$ cat config.mk
export PLATFORM = sky130hd
export DESIGN_NAME = product_bcd_conv
export DESIGN_NICKNAME = d
export VERILOG_FILES = /design/src/rtl/product_bcd_conv.sv
export SDC_FILE = /design/constraint.sdc
export NUM_CORES = 1
export LEC_CHECK = 0
export ABC_AREA = 1
export CORE_MARGIN = 2
export CORE_UTILIZATION = 35
export DETAILED_ROUTE_END_ITERATION = 16
export PLACE_DENSITY = 0.55
export SLEW_MARGIN = 20
export SYNTH_ARGS = -nofsm -noshare
export SYNTH_HDL_FRONTEND = slang
export SYNTH_SLANG_ARGS = --single-unit
$ cat constraint.sdc
create_clock -name clk -period 4 [get_ports clk]
set_clock_uncertainty 0.05 [all_clocks]
set_input_delay 1.2 -clock clk [delete_from_list [all_inputs] [get_ports clk]]
set_output_delay 1.2 -clock clk [all_outputs]
set_load 0.01 [all_outputs]
$ cat src/rtl/product_bcd_conv.sv
// rtl/product_bcd_conv.sv - signed product to sign + BCD digits, one double-dabble step per clock
module product_bcd_conv #(
    parameter int WIDTH  = 16,
    parameter int DIGITS = 5
) (
    input  logic                  clk,
    input  logic                  rst,
    input  logic                  i_rdy,
    input  logic [WIDTH-1:0]      i_product,
    output logic                  o_busy,
    output logic                  o_valid,
    output logic                  o_sign,
    output logic [4*DIGITS-1:0]   o_bcd
);

    localparam int BW = 4 * DIGITS;

    typedef enum logic [1:0] {
        S_IDLE,
        S_CONV,
        S_DONE
    } state_t;

    state_t            state_q, state_d;
    logic [WIDTH-1:0]  mag_q, mag_d;
    logic [BW-1:0]     bcd_q, bcd_d;
    logic              sign_q, sign_d;
    logic [4:0]        cnt_q, cnt_d;
    logic [WIDTH-1:0]  pend_q, pend_d;
    logic              pend_v_q, pend_v_d;
    logic [BW-1:0]     out_bcd_q, out_bcd_d;
    logic              out_sign_q, out_sign_d;
    logic              valid_q, valid_d;

    logic              start;
    logic [WIDTH-1:0]  src;
    logic [BW-1:0]     bcd_adj;
    logic [BW+WIDTH-1:0] shifted;

    always_comb begin
        state_d    = state_q;
        mag_d      = mag_q;
        bcd_d      = bcd_q;
        sign_d     = sign_q;
        cnt_d      = cnt_q;
        pend_d     = pend_q;
        pend_v_d   = pend_v_q;
        out_bcd_d  = out_bcd_q;
        out_sign_d = out_sign_q;
        valid_d    = 1'b0;
        start      = 1'b0;
        src        = i_product;
        bcd_adj    = bcd_q;
        shifted    = '0;

        for (int k = 0; k < DIGITS; k++) begin
            if (bcd_q[4*k +: 4] >= 4'd5) begin
                bcd_adj[4*k +: 4] = bcd_q[4*k +: 4] + 4'd3;
            end
        end

        case (state_q)
            S_IDLE: begin
                if (i_rdy) begin
                    start = 1'b1;
                end
            end
            S_CONV: begin
                shifted = {bcd_adj, mag_q} << 1;
                bcd_d   = shifted[BW+WIDTH-1:WIDTH];
                mag_d   = shifted[WIDTH-1:0];
                cnt_d   = cnt_q + 5'd1;
                if (cnt_q == 5'(WIDTH - 1)) begin
                    state_d = S_DONE;
                end
                if (i_rdy) begin
                    pend_d   = i_product;
                    pend_v_d = 1'b1;
                end
            end
            S_DONE: begin
                out_bcd_d  = bcd_q;
                out_sign_d = sign_q;
                valid_d    = 1'b1;
                // Buffered product takes precedence; a same-edge i_rdy refills the slot.
                if (pend_v_q) begin
                    start    = 1'b1;
                    src      = pend_q;
                    pend_v_d = i_rdy;
                    if (i_rdy) begin
                        pend_d = i_product;
                    end
                end else if (i_rdy) begin
                    start = 1'b1;
                end else begin
                    state_d = S_IDLE;
                end
            end
            default: state_d = S_IDLE;
        endcase

        if (start) begin
            sign_d  = src[WIDTH-1];
            mag_d   = src[WIDTH-1] ? (~src + 1'b1) : src;
            bcd_d   = '0;
            cnt_d   = '0;
            state_d = S_CONV;
        end
    end

    always_ff @(posedge clk) begin
        if (rst) begin
            state_q    <= S_IDLE;
            mag_q      <= '0;
            bcd_q      <= '0;
            sign_q     <= 1'b0;
            cnt_q      <= '0;
            pend_q     <= '0;
            pend_v_q   <= 1'b0;
            out_bcd_q  <= '0;
            out_sign_q <= 1'b0;
            valid_q    <= 1'b0;
        end else begin
            state_q    <= state_d;
            mag_q      <= mag_d;
            bcd_q      <= bcd_d;
            sign_q     <= sign_d;
            cnt_q      <= cnt_d;
            pend_q     <= pend_d;
            pend_v_q   <= pend_v_d;
            out_bcd_q  <= out_bcd_d;
            out_sign_q <= out_sign_d;
            valid_q    <= valid_d;
        end
    end

    assign o_busy  = (state_q != S_IDLE);
    assign o_valid = valid_q;
    assign o_sign  = out_sign_q;
    assign o_bcd   = out_bcd_q;

endmodule

==> flow_metrics.tcl <==
set metrics [dict create \
    status "finished, final reports clean" \
    dieArea_mm2 0.0126 \
    max_stage_delay_ns 0.43 \
    io_pins 42 \
    synth_enable_flop_cells 0 \
    grt_start_max_net_pins 44 \
    crit_chain "clkdlybuf4s50_1 > nand2_1 > o21ai_0 > inv_1 > ha_1 > nand3_1 > o21bai_2 > nand2_2 > nor2_4 > nand3_1 > nand3_1 > nand2_1 > a21oi_1" \
    end_kind "register" \
    synth_top_flop_cell "dfxtp_1" \
    combPwrFrac 0.115 \
    crit_slowest_cell "clkdlybuf4s50_1" \
    clock.fmax_mhz 352 \
    synthXorXnorAreaFrac 0.0298 \
    crit_path_frequent_cell "nand3_1" \
    hp-start "pend_q[1]" \
    clockPowerShare 0.412 \
    synthesis.instances 582 \
    synth_top_family_by_area "simple AND/OR/NAND/NOR gates" \
    antenna_cells 0 \
    cp.arrival_ns 3.06 \
    cts_num_sinks 83 \
    dpl_cell_area_mm2 0.00463 \
    clock_path_buffers 2 \
    wire_per_inst_um 13.0 \
    yosysSeqAreaShare 0.404 \
    fin_tns_setup_ns 0 \
    clock_latency_ns 0.34 \
    pwr-share-seq 0.474 \
    hpwl_um 6650 \
    grt_first_pass_wirelength_um 17000 \
    yosysWarnings 0 \
    cts_root_buf "clkbuf_16" \
    hold_viol 0 \
    ant_nets 0 \
    drv_slew 0 \
    regToRegSetupSlack_ns 1.52 \
    postCtsHoldBufs 0 \
    die_h_um 112 \
    synth-compound-area-share 0.211 \
    async_flop_share 0 \
    finalNonFillerCells 760 \
    yosysUniqueCellTypes 32 \
    startpoint "i_product[1]" \
    crit_required_ns 4.23 \
    place_congestion 0.797 \
    synth-simple-area-share 0.219 \
    max-slew-margin-rel 0.547 \
    finalSetupViolCount 0 \
    synth_top_area_frac 0.404 \
    dp_cells 744 \
    rsz0062_at_grt "no" \
    worstSetupPathType "input port to register" \
    row_count 39 \
    power_density_mw_per_mm2 381 \
    yosysTopAreaCell "dfxtp_1" \
    fin_crit_ns 2.84 \
    postRouteWirelength_um 9900 \
    max_slew.worst_pin.slew_ns 0.678 \
    syn-num-nets 614 \
    synth_fa_ha_area_frac 0.0395 \
    chipWidth_um 112 \
    grt_pass1_vias 3734 \
    num_vias 3726 \
    worst_hold_path_type "register to register" \
    overflow 0 \
    leakage_uw 0.00203 \
    vias_per_cell 4.90 \
    drive_gt1_frac 0.0778 \
    drt_first_pass_iters 4 \
    synthTopCellsByArea "dfxtp_1, nand2_1, o21ai_0" \
    fin_worst_hold_slack_ns 0.408 \
    fin_crit_sh 0.710 \
    initial_utilization 0.359 \
    core_area_mm2 0.0115 \
    avgSynthCellArea_um2 7.07 \
    ys_ff_latch 83 \
    antenna_found_initial 0 \
    syn_area_mm2 0.00411 \
    numPortBuffers 41 \
    nets 644 \
    start_kind "input port" \
    cts_tree "built" \
    first_iter_violations 148 \
    cap_violations 0 \
    drc 0 \
    fin_total_pwr_uw 1860 \
    swShare 0.270 \
    cts_resized 0 \
    r2r_start "pend_v_q" \
    cts_setup_buffers 0 \
    cp_max_fo 6 \
    ir_drop_mv 0.201 \
    h-tree-depth 3 \
    path_clk_slew_ns 0.07 \
    p_int_uw 1360 \
    stdcell_area_mm2 0.00490 \
    numCtsBuffers 9 \
    gr-usage-all-layers 0.164 \
    synthMuxAreaShare 0 \
    p_sw_uw 504 \
    syn2layout_area_growth_pct 19.0 \
]
## cells in the mapped netlist, drive strengths merged (3+ instances only)
library cell  count
nand4             3
ha               13
nor3              7
or2               3
inv              70
xor2             11
a21oi            61
clkbuf           20
o211ai           11
nand3            23
nor2             50
dfxtp            83
nand2           127
xnor2             3
buf               9
o21ai            80
## logic make-up (layout without fill, tap and decap cells)
group	after synthesis	count (layout)
compound gates	158	158
fa+ha+maj	13	13
simple gates	215	215
flops	83	83
xor+xnor	14	14
buf+inv	99	134
## final cells by class
class                      count  area, um^2
clock buffer                  10         229
clock inverter                 6        41.3
fill                        1192        6570
inverter                      70         263
multi-input combinational    400        2060
sequential                    83        1660
tap                          143         179
timing repair buffer          48         463
## layout by cell type (no fill, tap or decap), types with 4 or more instances in the layout
| cell type | count |
|---|---|
| a21oi_1 | 60 |
| buf_4 | 7 |
| clkbuf_16 | 9 |
| clkdlybuf4s50_1 | 41 |
| dfxtp_1 | 83 |
| ha_1 | 13 |
| inv_1 | 67 |
| nand2_1 | 123 |
| nand2_2 | 4 |
| nand3_1 | 22 |
| nor2_1 | 44 |
| nor2_2 | 4 |
| nor3_1 | 7 |
| o211ai_1 | 11 |
| o21ai_0 | 69 |
| o21ai_1 | 4 |
| o21ai_2 | 7 |
| xor2_1 | 11 |
## worst max-delay path: cells and delay by family
kind,cells,cell delay [ns]
simple gates,7,0.72
buf+inv,2,0.53
compound gates,3,0.44
fa+ha+maj,1,0.17
## metal layers
metal,vias up,share of wire,track usage
met5,-,0,0
met4,0,0.021,0.0691
met3,15,0.021,0.0308
met2,39,0.47,0.274
met1,1725,0.49,0.209
li1,1947,-,-
## worst paths after layout
| kind | end | cells after the start |
|---|---|---|
| worst max-delay path | mag_q[10] | 13 |
| worst max register to register | mag_q[10] | 14 |
| worst min register to register | pend_q[1] | 2 |
| worst min-delay path | pend_q[1] | 2 |
## power groups by stage
stage | clock network (uW) | logic, uW | registers, uW
after floorplan | 0 | 154 | 894
after global placement | 0 | 211 | 900
after detailed placement | 0 | 214 | 900
after CTS | 799 | 215 | 882
after global routing | 833 | 245 | 886
final | 768 | 214 | 883
## flip-flops by register name (all words and copies together), names as in the netlist
name,flops
o_sign,1
state_q,2
cnt_q,5
bcd_q,20
mag_q,16
pend_v_q,1
o_bcd,20
pend_q,16
sign_q,1
o_valid,1
## through the flow
stage	utilization	setup WS, ns
after floorplan	-	1.50
after global placement	0.403	0.894
after detailed placement	0.403	0.833
after CTS	0.427	1.19
after global routing	0.427	0.972
final	0.427	1.16
No activity file was read; power rests on OpenSTA's default activity.
